### src/rtl/decode_stage.sv
// copperv RV32I decode stage: combinational decode into a
// two-entry (output + skid) registered buffer with valid/ready flow control.

package copperv_pkg;

    localparam int INST_WIDTH      = 32;
    localparam int OPCODE_WIDTH    = 7;
    localparam int INST_TYPE_WIDTH = 4;
    localparam int IMM_WIDTH       = 32;
    localparam int REG_WIDTH       = 5;
    localparam int FUNCT_WIDTH     = 5;

    localparam logic [INST_TYPE_WIDTH-1:0] INST_TYPE_ILLEGAL = 4'd0;
    localparam logic [INST_TYPE_WIDTH-1:0] INST_TYPE_IMM     = 4'd1;
    localparam logic [INST_TYPE_WIDTH-1:0] INST_TYPE_AUIPC   = 4'd2;
    localparam logic [INST_TYPE_WIDTH-1:0] INST_TYPE_JAL     = 4'd3;
    localparam logic [INST_TYPE_WIDTH-1:0] INST_TYPE_JALR    = 4'd4;
    localparam logic [INST_TYPE_WIDTH-1:0] INST_TYPE_BRANCH  = 4'd5;
    localparam logic [INST_TYPE_WIDTH-1:0] INST_TYPE_LOAD    = 4'd6;
    localparam logic [INST_TYPE_WIDTH-1:0] INST_TYPE_STORE   = 4'd7;
    localparam logic [INST_TYPE_WIDTH-1:0] INST_TYPE_INT_REG = 4'd8;
    localparam logic [INST_TYPE_WIDTH-1:0] INST_TYPE_INT_IMM = 4'd9;

    localparam logic [FUNCT_WIDTH-1:0] FUNCT_NONE       = 5'd0;
    localparam logic [FUNCT_WIDTH-1:0] FUNCT_ADD        = 5'd1;
    localparam logic [FUNCT_WIDTH-1:0] FUNCT_SUB        = 5'd2;
    localparam logic [FUNCT_WIDTH-1:0] FUNCT_SLL        = 5'd3;
    localparam logic [FUNCT_WIDTH-1:0] FUNCT_SLT        = 5'd4;
    localparam logic [FUNCT_WIDTH-1:0] FUNCT_SLTU       = 5'd5;
    localparam logic [FUNCT_WIDTH-1:0] FUNCT_XOR        = 5'd6;
    localparam logic [FUNCT_WIDTH-1:0] FUNCT_SRL        = 5'd7;
    localparam logic [FUNCT_WIDTH-1:0] FUNCT_SRA        = 5'd8;
    localparam logic [FUNCT_WIDTH-1:0] FUNCT_OR         = 5'd9;
    localparam logic [FUNCT_WIDTH-1:0] FUNCT_AND        = 5'd10;
    localparam logic [FUNCT_WIDTH-1:0] FUNCT_EQ         = 5'd11;
    localparam logic [FUNCT_WIDTH-1:0] FUNCT_NEQ        = 5'd12;
    localparam logic [FUNCT_WIDTH-1:0] FUNCT_LT         = 5'd13;
    localparam logic [FUNCT_WIDTH-1:0] FUNCT_GTE        = 5'd14;
    localparam logic [FUNCT_WIDTH-1:0] FUNCT_LTU        = 5'd15;
    localparam logic [FUNCT_WIDTH-1:0] FUNCT_GTEU       = 5'd16;
    localparam logic [FUNCT_WIDTH-1:0] FUNCT_MEM_BYTE   = 5'd17;
    localparam logic [FUNCT_WIDTH-1:0] FUNCT_MEM_HWORD  = 5'd18;
    localparam logic [FUNCT_WIDTH-1:0] FUNCT_MEM_WORD   = 5'd19;
    localparam logic [FUNCT_WIDTH-1:0] FUNCT_MEM_BYTEU  = 5'd20;
    localparam logic [FUNCT_WIDTH-1:0] FUNCT_MEM_HWORDU = 5'd21;

    localparam logic [OPCODE_WIDTH-1:0] OP_LUI    = 7'b0110111;
    localparam logic [OPCODE_WIDTH-1:0] OP_AUIPC  = 7'b0010111;
    localparam logic [OPCODE_WIDTH-1:0] OP_JAL    = 7'b1101111;
    localparam logic [OPCODE_WIDTH-1:0] OP_JALR   = 7'b1100111;
    localparam logic [OPCODE_WIDTH-1:0] OP_BRANCH = 7'b1100011;
    localparam logic [OPCODE_WIDTH-1:0] OP_LOAD   = 7'b0000011;
    localparam logic [OPCODE_WIDTH-1:0] OP_STORE  = 7'b0100011;
    localparam logic [OPCODE_WIDTH-1:0] OP_IMM    = 7'b0010011;
    localparam logic [OPCODE_WIDTH-1:0] OP_REG    = 7'b0110011;

    typedef struct packed {
        logic [OPCODE_WIDTH-1:0]    opcode;
        logic [INST_TYPE_WIDTH-1:0] inst_type;
        logic [IMM_WIDTH-1:0]       imm;
        logic [REG_WIDTH-1:0]       rd;
        logic [REG_WIDTH-1:0]       rs1;
        logic [REG_WIDTH-1:0]       rs2;
        logic [FUNCT_WIDTH-1:0]     funct;
        logic                       illegal;
    } dec_t;

endpackage

module decode_stage
    import copperv_pkg::*;
#(
    parameter int PC_WIDTH  = 32,
    parameter int CNT_WIDTH = 16
) (
    input  logic                       clk,
    input  logic                       rst,
    input  logic                       flush,
    input  logic                       inst_valid,
    output logic                       inst_ready,
    input  logic [INST_WIDTH-1:0]      inst,
    input  logic [PC_WIDTH-1:0]        inst_pc,
    output logic                       dec_valid,
    input  logic                       dec_ready,
    output logic [PC_WIDTH-1:0]        dec_pc,
    output logic [OPCODE_WIDTH-1:0]    opcode,
    output logic [INST_TYPE_WIDTH-1:0] inst_type,
    output logic [IMM_WIDTH-1:0]       imm,
    output logic [REG_WIDTH-1:0]       rd,
    output logic [REG_WIDTH-1:0]       rs1,
    output logic [REG_WIDTH-1:0]       rs2,
    output logic [FUNCT_WIDTH-1:0]     funct,
    output logic                       illegal,
    output logic [CNT_WIDTH-1:0]       dec_count
);

    function automatic logic [FUNCT_WIDTH-1:0] alu_funct(input logic [2:0] f3);
        logic [FUNCT_WIDTH-1:0] r;
        unique case (f3)
            3'd0: r = FUNCT_ADD;
            3'd1: r = FUNCT_SLL;
            3'd2: r = FUNCT_SLT;
            3'd3: r = FUNCT_SLTU;
            3'd4: r = FUNCT_XOR;
            3'd5: r = FUNCT_SRL;
            3'd6: r = FUNCT_OR;
            default: r = FUNCT_AND;
        endcase
        return r;
    endfunction

    function automatic logic [FUNCT_WIDTH-1:0] mem_funct(input logic [2:0] f3);
        logic [FUNCT_WIDTH-1:0] r;
        unique case (f3)
            3'd0: r = FUNCT_MEM_BYTE;
            3'd1: r = FUNCT_MEM_HWORD;
            3'd2: r = FUNCT_MEM_WORD;
            3'd4: r = FUNCT_MEM_BYTEU;
            3'd5: r = FUNCT_MEM_HWORDU;
            default: r = FUNCT_NONE;
        endcase
        return r;
    endfunction

    logic [2:0]           f3;
    logic [6:0]           f7;
    logic [IMM_WIDTH-1:0] imm_i;
    logic [IMM_WIDTH-1:0] imm_s;
    logic [IMM_WIDTH-1:0] imm_b;
    logic [IMM_WIDTH-1:0] imm_u;
    logic [IMM_WIDTH-1:0] imm_j;
    logic [IMM_WIDTH-1:0] imm_sh;

    assign f3     = inst[14:12];
    assign f7     = inst[31:25];
    assign imm_i  = {{20{inst[31]}}, inst[31:20]};
    assign imm_s  = {{20{inst[31]}}, inst[31:25], inst[11:7]};
    assign imm_b  = {{19{inst[31]}}, inst[31], inst[7],
                     inst[30:25], inst[11:8], 1'b0};
    assign imm_u  = {inst[31:12], 12'b0};
    assign imm_j  = {{11{inst[31]}}, inst[31], inst[19:12],
                     inst[20], inst[30:21], 1'b0};
    assign imm_sh = {27'b0, inst[24:20]};

    dec_t decoded;
    logic legal;

    // Combinational decode of the incoming word; illegal encodings are zeroed
    always_comb begin
        decoded        = '0;
        decoded.opcode = inst[6:0];
        legal          = 1'b1;
        unique case (inst[6:0])
            OP_LUI: begin
                decoded.inst_type = INST_TYPE_IMM;
                decoded.imm       = imm_u;
                decoded.rd        = inst[11:7];
            end
            OP_AUIPC: begin
                decoded.inst_type = INST_TYPE_AUIPC;
                decoded.imm       = imm_u;
                decoded.rd        = inst[11:7];
            end
            OP_JAL: begin
                decoded.inst_type = INST_TYPE_JAL;
                decoded.imm       = imm_j;
                decoded.rd        = inst[11:7];
            end
            OP_JALR: begin
                decoded.inst_type = INST_TYPE_JALR;
                decoded.imm       = imm_i;
                decoded.rd        = inst[11:7];
                decoded.rs1       = inst[19:15];
                legal             = (f3 == 3'd0);
            end
            OP_BRANCH: begin
                decoded.inst_type = INST_TYPE_BRANCH;
                decoded.imm       = imm_b;
                decoded.rs1       = inst[19:15];
                decoded.rs2       = inst[24:20];
                unique case (f3)
                    3'd0: decoded.funct = FUNCT_EQ;
                    3'd1: decoded.funct = FUNCT_NEQ;
                    3'd4: decoded.funct = FUNCT_LT;
                    3'd5: decoded.funct = FUNCT_GTE;
                    3'd6: decoded.funct = FUNCT_LTU;
                    3'd7: decoded.funct = FUNCT_GTEU;
                    default: legal = 1'b0;
                endcase
            end
            OP_LOAD: begin
                decoded.inst_type = INST_TYPE_LOAD;
                decoded.imm       = imm_i;
                decoded.rd        = inst[11:7];
                decoded.rs1       = inst[19:15];
                decoded.funct     = mem_funct(f3);
                legal             = (decoded.funct != FUNCT_NONE);
            end
            OP_STORE: begin
                decoded.inst_type = INST_TYPE_STORE;
                decoded.imm       = imm_s;
                decoded.rs1       = inst[19:15];
                decoded.rs2       = inst[24:20];
                decoded.funct     = mem_funct(f3);
                legal             = (f3 <= 3'd2);
            end
            OP_IMM: begin
                decoded.inst_type = INST_TYPE_INT_IMM;
                decoded.rd        = inst[11:7];
                decoded.rs1       = inst[19:15];
                decoded.funct     = alu_funct(f3);
                decoded.imm       = imm_i;
                if (f3 == 3'd1) begin
                    decoded.imm = imm_sh;
                    legal       = (f7 == 7'h00);
                end else if (f3 == 3'd5) begin
                    decoded.imm = imm_sh;
                    if (f7 == 7'h20)
                        decoded.funct = FUNCT_SRA;
                    else
                        legal = (f7 == 7'h00);
                end
            end
            OP_REG: begin
                decoded.inst_type = INST_TYPE_INT_REG;
                decoded.rd        = inst[11:7];
                decoded.rs1       = inst[19:15];
                decoded.rs2       = inst[24:20];
                decoded.funct     = alu_funct(f3);
                if (f7 == 7'h20) begin
                    if (f3 == 3'd0)
                        decoded.funct = FUNCT_SUB;
                    else if (f3 == 3'd5)
                        decoded.funct = FUNCT_SRA;
                    else
                        legal = 1'b0;
                end else begin
                    legal = (f7 == 7'h00);
                end
            end
            default: legal = 1'b0;
        endcase
        if (!legal) begin
            decoded           = '0;
            decoded.opcode    = inst[6:0];
            decoded.inst_type = INST_TYPE_ILLEGAL;
            decoded.illegal   = 1'b1;
        end
    end

    dec_t                out_q;
    dec_t                skid_q;
    logic [PC_WIDTH-1:0] out_pc;
    logic [PC_WIDTH-1:0] skid_pc;
    logic                out_valid;
    logic                skid_valid;
    logic                accept;
    logic                retire;

    assign inst_ready = ~skid_valid;
    assign dec_valid  = out_valid;
    assign accept     = inst_valid & inst_ready;
    assign retire     = out_valid & dec_ready;

    // Two-entry FIFO: output register plus skid register, flushable
    always_ff @(posedge clk or negedge rst) begin
        if (!rst) begin
            out_q      <= '0;
            skid_q     <= '0;
            out_pc     <= '0;
            skid_pc    <= '0;
            out_valid  <= 1'b0;
            skid_valid <= 1'b0;
        end else if (flush) begin
            out_valid  <= 1'b0;
            skid_valid <= 1'b0;
        end else if (skid_valid) begin
            if (retire) begin
                out_q      <= skid_q;
                out_pc     <= skid_pc;
                skid_valid <= 1'b0;
            end
        end else if (accept) begin
            if (!out_valid || dec_ready) begin
                out_q     <= decoded;
                out_pc    <= inst_pc;
                out_valid <= 1'b1;
            end else begin
                skid_q     <= decoded;
                skid_pc    <= inst_pc;
                skid_valid <= 1'b1;
            end
        end else if (retire) begin
            out_valid <= 1'b0;
        end
    end

    // Count completed output handshakes, including one in a flush cycle
    always_ff @(posedge clk or negedge rst) begin
        if (!rst)
            dec_count <= '0;
        else if (retire)
            dec_count <= dec_count + 1'b1;
    end

    assign dec_pc    = out_pc;
    assign opcode    = out_q.opcode;
    assign inst_type = out_q.inst_type;
    assign imm       = out_q.imm;
    assign rd        = out_q.rd;
    assign rs1       = out_q.rs1;
    assign rs2       = out_q.rs2;
    assign funct     = out_q.funct;
    assign illegal   = out_q.illegal;

endmodule
### config.mk
export PLATFORM = sky130hd
export DESIGN_NAME = decode_stage
export DESIGN_NICKNAME = d
export VERILOG_FILES = /design/src/rtl/decode_stage.sv
export SDC_FILE = /design/constraint.sdc
export NUM_CORES = 1
export LEC_CHECK = 0
export ABC_AREA = 1
export BUFFER_PORTS_ARGS = -buffer_cell sky130_fd_sc_hd__buf_4
export CAP_MARGIN = 0
export CORE_MARGIN = 10
export CORE_UTILIZATION = 40
export DETAILED_ROUTE_END_ITERATION = 10
export PLACE_DENSITY_LB_ADDON = 0.15
export SLEW_MARGIN = 5
export SYNTH_ARGS = -nofsm -noshare
export SYNTH_HDL_FRONTEND = slang
export SYNTH_SLANG_ARGS = --single-unit
export TNS_END_PERCENT = 50
### constraint.sdc
create_clock -name clk -period 1.8 [get_ports clk]
set_input_delay 0.09 -clock clk [delete_from_list [all_inputs] [get_ports clk]]
set_output_delay 0.09 -clock clk [all_outputs]
set_load 0.005 [all_outputs]
Word-level counts from Yosys, hierarchy flattened
Index checks and enable logic that the tools add are counted.
{ "word_totals": {"output_inout_bits": 114, "inputBits": 69, "ram_bits": 0, "mem_count": 0, "latchBits": 0, "mem_bits_ro": 0, "regBits": 210} }
{ "classes": {"n_div": 0, "n_mul": 0, "mux": 45, "shift": 0, "n_reduce_logical": 18, "n_lt_le_gt_ge": 1, "bitwise": 5, "n_eq_ne": 20, "n_addsub": 1} }
{ "op_table": {"columns": ["operator", "n"], "rows": [
  ["$mux 64", 4],
  ["$mux 32", 6],
  ["$pmux 32 s6", 1],
  ["$mux 57", 1],
  ["$mux 5", 10],
  ["$pmux 5 s5", 2],
  ["$pmux 4 s9", 1],
  ["$pmux 5 s6", 1],
  ["$eq 7x6->1 const B", 4],
  ["$pmux 4 s7", 1],
  ["$eq 7x7->1 const B", 3],
  ["$mux 1", 17],
  ["$add 16x1->16 const B", 1],
  ["$eq 7x5->1 const B", 2],
  ["$eq 3x3->1 const B", 4],
  ["$reduce_or 6->1", 2],
  ["$reduce_and 4->1", 2],
  ["$eq 7x2->1 const B", 1],
  ["$logic_not 7->1", 1],
  ["$pmux 1 s7", 1],
  ["$reduce_or 7->1", 1],
  ["$eq 3x2->1 const B", 2],
  ["$reduce_or 3->1", 2],
  ["$reduce_bool 5->1", 1],
  ["14 further kinds", 19]
]} }

Depth between registers and ports, before layout
{ "depth": {"ltp_word": 10, "mapped_depth": 14} }

Worst setup path before layout
No wires, ideal clock.
{ "synth_path": {"path_kind": "reg-to-reg", "start": "reg out_valid, in the netlist dec_valid", "end": "reg dec_count[14]", "required_ps": 1721, "t_arrival_ps": 1522, "slack_ps": 199, "setup_ps": 79, "stages_incl_launch_ff": 10, "path_cell_list": "dfrtp_1 > nand2_1 > inv_1 > nand2_1 > nor2_1 > nand3_1 > nor2_1 > nand2_1 > nor3_1 > xor2_1"} }
{ "synth_between": {"elab_chain_len": 1} }
{ "synth_lines": {"columns": ["element", "line_no", "source"], "rows": [
  ["from (decl)", "255", "logic out_valid;"],
  ["from (signal assigned)", "272", "out_valid <= 1'b0;"],
  ["from (signal assigned)", "275", "out_valid <= 1'b0;"],
  ["from (signal assigned)", "287", "out_valid <= 1'b1;"],
  ["$and 1x1->1", "263", "assign retire = out_valid & dec_ready;"],
  ["to (signal assigned)", "303", "dec_count <= dec_count + 1'b1;"],
  ["to (decl)", "94", "output logic [CNT_WIDTH-1:0] dec_count"]
]} }
No other way between the ends.
A chain may end at the register's enable or synchronous reset.

Final worst setup path
{ "layout_path": {"start": "in inst[4]", "end": "reg out_q (netlist bit imm[21])"} }
{ "layout_between": {"elab_chain_len": 7} }
{ "layout_lines": {"columns": ["element", "line_no", "source"], "rows": [
  ["from (decl)", "81", "input logic [INST_WIDTH-1:0] inst,"],
  ["$eq 7x7->1, or another cell as far along", "153", "unique case (inst[6:0])"],
  ["$reduce_or 3->1 (no line) or $reduce_or 2->1 (tied branches)", null, null],
  ["$pmux 1 s7 or $pmux 32 s6 (tied branches)", "153", null],
  ["$mux 57 (*)", "243", "if (!legal) begin"],
  ["$mux 64 (*)", "284", "if (!out_valid || dec_ready) begin"],
  ["$mux 64 (*)", "283", "end else if (accept) begin"],
  ["$mux 64 (*)", "277", "end else if (skid_valid) begin"],
  ["to (signal assigned)", "279", "out_q <= skid_q;"],
  ["to (signal assigned)", "285", "out_q <= decoded;"],
  ["to (decl)", "251", "dec_t out_q;"]
]} }
Mark *: on every way between the ends. The rest lies on a longest branch, timed or not. The select of a mux whose other input is x is not followed.

==> results.cfg <==
[drt]
drtAntennaViolNets = 0
drc = 0
wl_met3_um = 1790
average_wire_per_standard_cell_um = 15.4
via_per_inst = 4.85
routed_wirelength_um = 30800
uppermost_layer_routed = met4
drt_first_pass_iters = 5
detail_route.iter0.violations = 799
routed_wire_length_on_met2_um = 14500
m1WireLength_um = 13900
num_vias = 9708

[power]
cellPowerDensity_nw_per_um2 = 897
finalPower_w = 0.0126
ir_drop_uv = 653
power_leakage_nw = 7.86

[status]
run_status = finished, violations left
violations = hold timing

[global_route]
grt_pass1_wl_um = 50500
globalRouteTotalUtil_pct = 18.0
vias_in_the_first_global_route = 9725
overflow = 0
antenna_found_initial = 1
grt_max_degree = 114

[worst_setup_path]
cells_along_the_critical_path = dlygate4sd3_1, buf_4, inv_4, nand2_2, nor2_4, nand3_1, nand3_2, nor2_4, nand3_4, buf_12, clkbuf_16, nand2_2, nand2_1, nand2_1, nand2_1
crit_top_cell = nand2_1
timing.critical_path.required_ps = 2260
timing.critical_path.buf_inv = 5
stage_delay_of_the_slowest_cell_on_the_critical_path_ps = 530
critPathKind = in2reg
critical_path_peak_fanout = 17
arrival_ps = 2210
crit_path_top_delay_cell = dlygate4sd3_1
timing.critical_path.max_delay_family = buffers and inverters
critPathLaunchType = primary input
worst_setup_path_end_kind = flop

[synth]
syn-num-nets = 1468
post-synth-top-area-fraction_pct = 50.3
yosysTopAreaCell = dfrtp_1
netlist-cell-type-count = 31
syn_avg_cell_area_um2 = 7.49
syn_warnings = 0
synth_area_um2 = 10400
synth_area_leaders = dfrtp_1 (50%), nand2_1 (21%), nor2_1 (6.9%)
postSynthRegisterBits = 210
yosysSeqAreaShare_pct = 50.3
synthCells = 1394

[clocking]
worstSkewPairLatency_ps = 520
cts_buffer_depth = 3
clockRootBuffer = clkbuf_16
cts_tree = built
clock_sinks = 210
cts_inserted_buffers = 24
cts.clk_slew.worst_paths_ps = 60
htreeDepth = 1

[floorplan]
coreArea_um2 = 25800
die_area_um2 = 33000
io-pin-count = 183
rows = 59
die-height_um = 182
start_util_pct = 40.4
chipWidth_um = 182

[timing]
worst_slew_pin_slew_ps = 597
hold_viol = 1
min_period_over_period_pct = 97.0
report.final.slew_viol_count = 0
fin_setup_tns_ps = 0
finClkSkew_ps = 7.37
max_slew_margin_pct = 60.2
finalCriticalPeriod_ps = 1750
hold_ws_ps = -6.63
setup-violations-final = 0
maxClockFrequency_mhz = 573

[run]
maxCapViolCount = 0

[hold_path]
timing.hold.worst.class = in2reg

[placed_design]
placement.io_buffers = 182
gp_congestion = 0.920
post-dp-hpwl_um = 20600
placement.cell_area_um2 = 12400

[cells_and_area]
utilization_pct = 54.6
drive_above_1_share_pct = 21.4
number_of_fill_cells_in_the_layout = 2496
design_area_final_um2 = 14100
synthToLayoutAreaGrowth_pct = 35.1
fin_nets = 1727
==> synthesized netlist by cell type, drive strengths merged <==
| cell type | n |
|---|---|
| a21oi | 30 |
| inv | 61 |
| a31oi | 43 |
| dfrtp | 210 |
| clkbuf | 46 |
| nand3 | 50 |
| nand4 | 7 |
| nor3 | 6 |
| o211ai | 5 |
| o21ai | 76 |
| buf | 29 |
| or2 | 1 |
| xnor2 | 6 |
| nor2 | 198 |
| o31ai | 1 |
| ha | 5 |
| a21boi | 1 |
| xor2 | 8 |
| nand2 | 611 |
==> what timing repair did <==
action,CTS,global route
resized for setup,0,36
endpoints found under the hold margin,317,0
buffers inserted,0,8
hold buffers,58,0
setup endpoints to repair,0,95
==> worst paths after layout <==
kind | startpoint | depth (start not counted) | endpoint | slack, ps
max in group asynchronous | rst | 3 | skid_pc[12]$_DFFE_PN0P_ | 1060
worst max register to register | dec_valid$_DFFE_PN0P_ | 7 | dec_count[13]$_DFFE_PN0P_ | 230
min in group asynchronous | rst | 2 | skid_pc[9]$_DFFE_PN0P_ | 70
worst min register to register | skid_pc[10]$_DFFE_PN0P_ | 2 | skid_pc[10]$_DFFE_PN0P_ | 480
worst min-delay path | inst[0] | 3 | skid_q[57]$_DFFE_PN0P_ | -7
worst max-delay path | inst[4] | 15 | imm[21]$_DFFE_PN0P_ | 50
==> worst min-delay path, stage by stage <==
cell	delay, ps
dlymetal6s4s_1	260
nand2_1	80
nand2_1	50
==> cell usage in the layout, fill, tap and decap left out, types with 2 or more instances in the layout <==
cell	instances
a21oi_1	29
dlygate4sd3_1	53
buf_12	12
dlymetal6s4s_1	5
o21ai_1	44
xnor2_1	6
nand2_4	16
inv_1	50
nor2_2	7
dfrtp_1	209
nor3_1	5
buf_6	5
o211ai_1	5
inv_4	2
clkbuf_1	5
o21ai_0	32
clkbuf_16	29
nand3_4	2
nand2_1	570
nor2_1	187
nor2_4	4
nand2_2	25
nand3_2	3
buf_4	226
nand4_1	7
nand3_1	45
inv_2	8
a31oi_1	43
ha_1	5
xor2_1	8
clkinv_2	2
clkbuf_8	7
==> layout make-up <==
cell class | instances | area [µm²] | share of cell area (%)
well taps | 335 | 419 | 2.97
flip-flops and latches | 210 | 5260 | 37.3
clock inverters | 4 | 35.0 | 0.248
repair buffers | 308 | 2750 | 19.5
clock buffers | 36 | 716 | 5.07
multi-input cells | 1048 | 4680 | 33.2
diodes | 1 | 2.50 | 0.0177
inverters | 61 | 238 | 1.69
==> stage by stage <==
step | instances | worst slack [ps]
CTS | 1990 | 31.8
floorplan | 1394 | 199
finish | 2003 | 54.5
global route | 2003 | -8.70
detailed placement | 1892 | 15.5
global placement | 1892 | 78.7
==> sequential cells by signal, indices dropped and copies added, names as in the netlist <==
signal      flops
dec_count      16
dec_valid       1
illegal         1
imm            32
rs2             5
opcode          7
skid_q         64
skid_pc        32
dec_pc         32
inst_type       4
skid_valid      1
rs1             5
funct           5
rd              5
==> power breakdown <==
| group | switching (W) | internal (W) |
|---|---|---|
| Clock | 0.00194 | 0.00273 |
| Combinational | 0.00114 | 0.00112 |
| Sequential | 0.000376 | 0.00534 |
| Total | 0.00346 | 0.00919 |
==> cell families (layout without fill, tap and decap cells) <==
group           count (synthesis)  in the layout  share of synthesized area [%]
compound gates                156            156                           8.20
xor+xnor                       14             14                           1.17
fa+ha+maj                       5              5                          0.599
buf+inv                       136            409                           5.63
flops                         210            210                           50.3
other cells                     0              1                              0
simple gates                  873            873                           34.1
==> metal layers <==
metal | track usage (%) | vias to the layer above
met5 | 0 | -
met4 | 4.43 | 0
met3 | 3.86 | 43
met2 | 30.0 | 244
met1 | 23.4 | 4523
li1 | - | 4898
(Power assumes the default switching activity.)
